### config.mk
export PLATFORM = sky130hd
export DESIGN_NAME = fir_sequencer
export DESIGN_NICKNAME = d
export VERILOG_FILES = /design/src/rtl/fir_pkg.sv /design/src/rtl/sample_ring.sv /design/src/rtl/fir_sequencer.sv
export SDC_FILE = /design/constraint.sdc
export NUM_CORES = 2
export LEC_CHECK = 0
export ABC_AREA = 1
export CAP_MARGIN = 10
export CORE_AREA = 2 2 430 432
export CTS_BUF_LIST = sky130_fd_sc_hd__clkbuf_2 sky130_fd_sc_hd__clkbuf_4 sky130_fd_sc_hd__clkbuf_8
export CTS_CLUSTER_SIZE = 12
export DETAILED_ROUTE_END_ITERATION = 8
export DIE_AREA = 0 0 432 434
export DONT_BUFFER_PORTS = 1
export PLACE_DENSITY_LB_ADDON = 0.12
export SLEW_MARGIN = 30
export SYNTH_ARGS = -nofsm -noshare
export SYNTH_HDL_FRONTEND = slang
export SYNTH_HIERARCHICAL = 1
export SYNTH_SLANG_ARGS = --single-unit
### constraint.sdc
create_clock -name clk_in -period 2.5 [get_ports clk_in]
set_input_delay 0.75 -clock clk_in [delete_from_list [all_inputs] [get_ports clk_in]]
set_output_delay 0.75 -clock clk_in [all_outputs]
set_load 0.05 [all_outputs]
### src/rtl/fir_pkg.sv
`default_nettype none
// ============================================================================
// Module   : fir_pkg
// Purpose  : Shared constants, types and helpers for the FIR sequencer slice.
//            TAPS           - ring depth / FIR tap count
//            SAMPLE_W       - audio sample width
//            OFFSET_W       - width of the newest-sample offset
//            BANK_W         - coefficient bank select width
//            RESULT_LATENCY - default FIR compute latency in cycles
// Revision : 1.0 - initial release
// ============================================================================
package fir_pkg;

    localparam int TAPS           = 64;
    localparam int SAMPLE_W       = 16;
    localparam int OFFSET_W       = 6;
    localparam int BANK_W         = 2;
    localparam int RESULT_LATENCY = 65;

    typedef logic signed [SAMPLE_W-1:0] sample_t;

    typedef enum logic [1:0] {
        IDLE  = 2'd0,
        START = 2'd1,
        RUN   = 2'd2
    } state_t;

    // Advance a ring index, wrapping from depth-1 back to 0. Written as an
    // explicit compare so non-power-of-two depths also wrap correctly.
    function automatic logic [OFFSET_W-1:0] ring_next(
        input logic [OFFSET_W-1:0] ptr,
        input int                  depth
    );
        if (int'(ptr) == depth - 1) begin
            return '0;
        end
        return ptr + OFFSET_W'(1);
    endfunction

endpackage
`default_nettype wire

### src/rtl/sample_ring.sv
`default_nettype none
// ============================================================================
// Module   : sample_ring
// Purpose  : TAPS-deep register array of audio samples with a wrapping write
//            pointer. One sample is written per write-enable; rst clears
//            every entry and the pointer.
// Ports    : clk        - clock
//            rst        - synchronous active-high clear
//            i_wr_en    - write i_wr_data at o_wr_ptr, then advance pointer
//            i_wr_data  - sample to store
//            o_ring     - full ring contents
//            o_wr_ptr   - index the next write will land on
// Revision : 1.0 - initial release
// ============================================================================
module sample_ring #(
    // Must not exceed 2**OFFSET_W so the pointer can address every entry.
    parameter int TAPS = fir_pkg::TAPS
) (
    input  logic                                clk,
    input  logic                                rst,
    input  logic                                i_wr_en,
    input  fir_pkg::sample_t                    i_wr_data,
    output fir_pkg::sample_t [TAPS-1:0]         o_ring,
    output logic [fir_pkg::OFFSET_W-1:0]        o_wr_ptr
);
    import fir_pkg::*;

    sample_t [TAPS-1:0]   r_ring;
    logic [OFFSET_W-1:0]  r_wr_ptr;

    always_ff @(posedge clk) begin
        if (rst) begin
            r_ring   <= '0;
            r_wr_ptr <= '0;
        end else if (i_wr_en) begin
            r_ring[r_wr_ptr] <= i_wr_data;
            r_wr_ptr         <= ring_next(r_wr_ptr, TAPS);
        end
    end

    assign o_ring   = r_ring;
    assign o_wr_ptr = r_wr_ptr;

endmodule
`default_nettype wire

### src/rtl/fir_sequencer.sv
`default_nettype none
// ============================================================================
// Module   : fir_sequencer
// Purpose  : Sequences one 64-tap FIR for a single audio channel. Stores
//            incoming samples in a ring, launches the FIR with a one-cycle
//            start pulse, waits out its fixed latency and captures the result.
//            A one-deep pending register absorbs a sample arriving while a
//            run is in flight; further arrivals are dropped and flagged.
// Ports    : clk_in / rst_in      - clock, synchronous active-high reset
//            sample_in            - new audio sample
//            sample_valid_in      - single-cycle sample strobe
//            bank_sel_in          - coefficient bank request, latched at start
//            fir_sample_out       - ring contents to the FIR sample array
//            fir_offset_out       - index of the newest sample in the ring
//            fir_bank_out         - latched coefficient bank
//            fir_ready_out        - one-cycle FIR start pulse
//            fir_result_in        - FIR output
//            signal_out           - captured filter output (held)
//            signal_valid_out     - one-cycle pulse on capture
//            busy_out             - high while a run is in flight
//            overrun_out          - sticky sample-dropped flag
//            overrun_clear_in     - clears overrun_out (a new drop wins)
// Revision : 1.0 - initial release
// ============================================================================
module fir_sequencer #(
    parameter int TAPS           = fir_pkg::TAPS,
    parameter int RESULT_LATENCY = fir_pkg::RESULT_LATENCY
) (
    input  logic                                clk_in,
    input  logic                                rst_in,
    input  fir_pkg::sample_t                    sample_in,
    input  logic                                sample_valid_in,
    input  logic [fir_pkg::BANK_W-1:0]          bank_sel_in,
    output fir_pkg::sample_t [TAPS-1:0]         fir_sample_out,
    output logic [fir_pkg::OFFSET_W-1:0]        fir_offset_out,
    output logic [fir_pkg::BANK_W-1:0]          fir_bank_out,
    output logic                                fir_ready_out,
    input  fir_pkg::sample_t                    fir_result_in,
    output fir_pkg::sample_t                    signal_out,
    output logic                                signal_valid_out,
    output logic                                busy_out,
    output logic                                overrun_out,
    input  logic                                overrun_clear_in
);
    import fir_pkg::*;

    // Counter runs 0..RESULT_LATENCY-1 in RUN.
    localparam int                 C_CNT_W    = $clog2(RESULT_LATENCY + 1);
    localparam logic [C_CNT_W-1:0] C_CNT_LAST = C_CNT_W'(RESULT_LATENCY - 1);

    state_t               r_state;
    logic [C_CNT_W-1:0]   r_cnt;
    logic                 r_pend_full;
    sample_t              r_pend_data;
    logic [OFFSET_W-1:0]  r_offset;
    logic [BANK_W-1:0]    r_bank;
    logic                 r_ready;
    sample_t              r_signal;
    logic                 r_valid;
    logic                 r_busy;
    logic                 r_overrun;

    logic                 w_start;
    sample_t              w_start_data;
    logic                 w_drop;
    logic [OFFSET_W-1:0]  w_wr_ptr;

    // A run starts from IDLE whenever a sample is available; a queued sample
    // always goes first so arrival order is preserved.
    always_comb begin
        w_start      = 1'b0;
        w_start_data = sample_in;
        w_drop       = 1'b0;
        if (r_state == IDLE) begin
            w_start      = r_pend_full | sample_valid_in;
            w_start_data = r_pend_full ? r_pend_data : sample_in;
        end else begin
            w_drop = sample_valid_in & r_pend_full;
        end
    end

    sample_ring #(
        .TAPS (TAPS)
    ) u_ring (
        .clk       (clk_in),
        .rst       (rst_in),
        .i_wr_en   (w_start),
        .i_wr_data (w_start_data),
        .o_ring    (fir_sample_out),
        .o_wr_ptr  (w_wr_ptr)
    );

    always_ff @(posedge clk_in) begin
        if (rst_in) begin
            r_state     <= IDLE;
            r_cnt       <= '0;
            r_pend_full <= 1'b0;
            r_pend_data <= '0;
            r_offset    <= '0;
            r_bank      <= '0;
            r_ready     <= 1'b0;
            r_signal    <= '0;
            r_valid     <= 1'b0;
            r_busy      <= 1'b0;
            r_overrun   <= 1'b0;
        end else begin
            r_ready <= 1'b0;
            r_valid <= 1'b0;

            case (r_state)
                IDLE: begin
                    if (w_start) begin
                        r_offset <= w_wr_ptr;
                        r_bank   <= bank_sel_in;
                        r_ready  <= 1'b1;
                        r_busy   <= 1'b1;
                        r_state  <= START;
                    end
                end
                START: begin
                    r_cnt   <= '0;
                    r_state <= RUN;
                end
                RUN: begin
                    if (r_cnt == C_CNT_LAST) begin
                        r_signal <= fir_result_in;
                        r_valid  <= 1'b1;
                        r_busy   <= 1'b0;
                        r_state  <= IDLE;
                    end else begin
                        r_cnt <= r_cnt + C_CNT_W'(1);
                    end
                end
                default: begin
                    r_state <= IDLE;
                end
            endcase

            // Pending register. In IDLE a full entry is consumed by the start
            // above; a sample arriving in that same cycle refills it. Outside
            // IDLE the entry is filled once and further arrivals are dropped.
            if (r_state == IDLE) begin
                if (r_pend_full) begin
                    if (sample_valid_in) begin
                        r_pend_data <= sample_in;
                    end else begin
                        r_pend_full <= 1'b0;
                    end
                end
            end else if (sample_valid_in && !r_pend_full) begin
                r_pend_data <= sample_in;
                r_pend_full <= 1'b1;
            end

            // A new drop takes priority over a clear in the same cycle.
            if (w_drop) begin
                r_overrun <= 1'b1;
            end else if (overrun_clear_in) begin
                r_overrun <= 1'b0;
            end
        end
    end

    assign fir_offset_out   = r_offset;
    assign fir_bank_out     = r_bank;
    assign fir_ready_out    = r_ready;
    assign signal_out       = r_signal;
    assign signal_valid_out = r_valid;
    assign busy_out         = r_busy;
    assign overrun_out      = r_overrun;

endmodule
`default_nettype wire

==> impl_metrics.tcl <==
set metrics [dict create \
    status "finished, final reports clean" \
    nFillCells 20000 \
    leakagePower_nw 19.9 \
    use_met1_pct 21.3 \
    grt_pass1_wl_mm 263 \
    drc 0 \
    drtIter0Drc 2191 \
    ff_latch_area_mm2 0.0225 \
    hold_viol_final 0 \
    clkPwrFrac_pct 46.3 \
    syn-num-nets 5947 \
    power_frac_comb_pct 7.3 \
    busiest_layer "met2" \
    fin_crit_sh_pct 95.4 \
    antenna_found_initial 6 \
    synth.ff_latch_count 1084 \
    pwr-share-seq_pct 46.4 \
    layout_common_cells "nor2_1, nand2_1, dfxtp_2" \
    max_freq_ghz 0.419 \
    area_growth_pct 23.3 \
    overflow 0 \
    final.min_clock_period_ps 2390 \
    netlist_area_mm2 0.0408 \
    wl_per_cell_um 22.8 \
    floorplan.initialDensity_pct 22.4 \
    drt-pass1-iter-count 5 \
    slew_viol_final 0 \
    cts.clk_slew.worst_paths_ps 60 \
    swShare_pct 27.2 \
    core_area_mm2 0.182 \
    netlist_instances 5906 \
    grt_usage_pct 19.7 \
    cts.sink_count 1084 \
    cts-root-buf "clkbuf_8" \
    ios 1090 \
    fin_nets 5963 \
    start_kind "register" \
    clk_latency_ps 970 \
    path_class "reg2out" \
    whs_ps 280 \
    p_switching_mw 10.5 \
    synth_top_cell_area_share_pct 53.2 \
    final_layout_size_suffix_gt1_share_pct 21.4 \
    avgSynthCellArea_um2 6.91 \
    htree_num_levels 4 \
    routed_wl_mm 193 \
    dpl.hpwl_mm 129 \
    multi_input_area_mm2 0.0172 \
    p_per_area_mw_per_mm2 770 \
    vias 36000 \
    cts_tree "built" \
    cts-buffers-inserted 198 \
    tightest_slew_ps 894 \
    critPathRequiredTime_ps 1750 \
    r2r_setup_slack_ps 210 \
    synth.area.top_cells "dfxtp_1, nor2_1, nand2_1" \
    arrival_ps 1640 \
    grt_pass1_vias 33200 \
    skew_ps 59.9 \
    row_count 157 \
    setup_ws_ps 114 \
    p_int_mw 28.2 \
    die_h_um 434 \
    relSlewSlack_pct 40.3 \
    use_met2_pct 34.3 \
    cts_buffer_depth 3 \
    end_kind "primary output" \
    ys_warn_count 6 \
    setup_violations 0 \
    hold_path_class "in2reg" \
    layout_commonest_cell "nor2_1" \
    synth_top_area_cell "dfxtp_1" \
    drt-vias-per-instance 4.26 \
    die-width_um 432 \
    dpl_worst_slack_ps -48.4 \
    port_buffers 0 \
    dieArea_mm2 0.187 \
    dpl_cell_area_mm2 0.0450 \
    synth-seq-area-share_pct 53.2 \
    vdd_drop_max_mv 0.331 \
    drv_cap 0 \
    grt_max_degree 95 \
    antenna_left 0 \
    stdcell_area_mm2 0.0503 \
    ys_types 31 \
    p_total_mw 38.7 \
    grt_setup_unrepaired "false" \
    gp_congestion 0.802 \
    met3_usage_pct 8.00 \
    post-cts-setup-buffer-count 0 \
    cp_max_fo 2 \
]
routing by layer:
metal / vias up / wire length, um
met2: 1143 / 94900
met3: 287 / 17800
li1: 17900 / -
met1: 16600 / 72900
met5: - / 0
met4: 0 / 7020
sequential cells by signal (all words and copies together) (netlist names):
register	cells
signal_out	16
fir_offset_out	6
overrun_out	1
r_cnt	7
fir_ready_out	1
r_pend_data	16
u_ring/o_ring	1024
busy_out	1
r_pend_full	1
signal_valid_out	1
fir_bank_out	2
r_state	2
u_ring/o_wr_ptr	6
timing repair:
item | 4_1_cts | 5_1_grt
hold buffers | 37 | 0
resized for setup | 607 | 7
hold endpoints to repair | 61 | 0
setup endpoints to repair | 607 | 9
pin swaps | 0 | 0
power groups by stage:
stage	sequential, mW	combinational (mW)	clock [mW]
4_1_cts	18.0	2.88	18.6
6_report	18.0	2.81	17.9
3_3_place_gp	18.3	2.81	0
5_1_grt	18.0	3.06	19.3
2_1_floorplan	18.3	1.34	0
3_5_place_dp	18.3	2.81	0
final timing paths:
check,start,end,cells past startpoint
max,u_ring/o_ring[526],fir_sample_out[526],0
min,rst_in,fir_ready_out,2
max reg2reg,r_state[1],u_ring/o_ring[631],9
min reg2reg,r_pend_data[2],r_pend_data[2],2
per-stage QoR:
| stage | cells | TNS (ps) | util [%] |
|---|---|---|---|
| floorplan | 5906 | 0 | - |
| global placement | 8070 | -16.0 | 24.7 |
| detailed placement | 8070 | -457 | 24.7 |
| CTS | 8445 | 0 | 27.6 |
| global route | 8447 | 0 | 27.6 |
| finish | 8448 | 0 | 27.6 |
Yosys cell counts:
library cell,instances
buf_12,1
nand2_2,12
clkinv_1,1
inv_1,17
nand4_1,1
o21ai_0,121
nand3_4,3
nand4_2,2
nand2_4,3
mux2_2,16
inv_2,32
nand2_1,1818
nor2_1,2187
o21ai_2,1
nand3_2,1
nand3_1,131
nor2_4,3
nor3_1,3
buf_1,23
inv_6,1
inv_4,2
buf_4,2
buf_2,183
a21oi_1,14
nor2_2,30
dfxtp_1,1084
nand3b_1,1
buf_6,2
o21bai_1,2
ha_1,3
clkbuf_1,206
logic make-up after synthesis:
group | synth area share, %
AOI/OAI and AO/OA | 1.71
adders and majority gates | 0.0920
buffers and inverters | 5.01
DFF | 53.2
muxes | 0.442
and+or+nand+nor | 39.6
layout make-up:
| class | instances | area share (%) |
|---|---|---|
| diodes | 3 | 0.0149 |
| repair buffers | 233 | 6.46 |
| flip-flops and latches | 1084 | 44.7 |
| clock inverters | 23 | 0.468 |
| well taps | 2385 | 5.93 |
| multi-input cells | 4352 | 34.2 |
| inverters | 53 | 0.510 |
| clock buffers | 315 | 7.72 |
No activity file was read; power rests on OpenSTA's default activity.
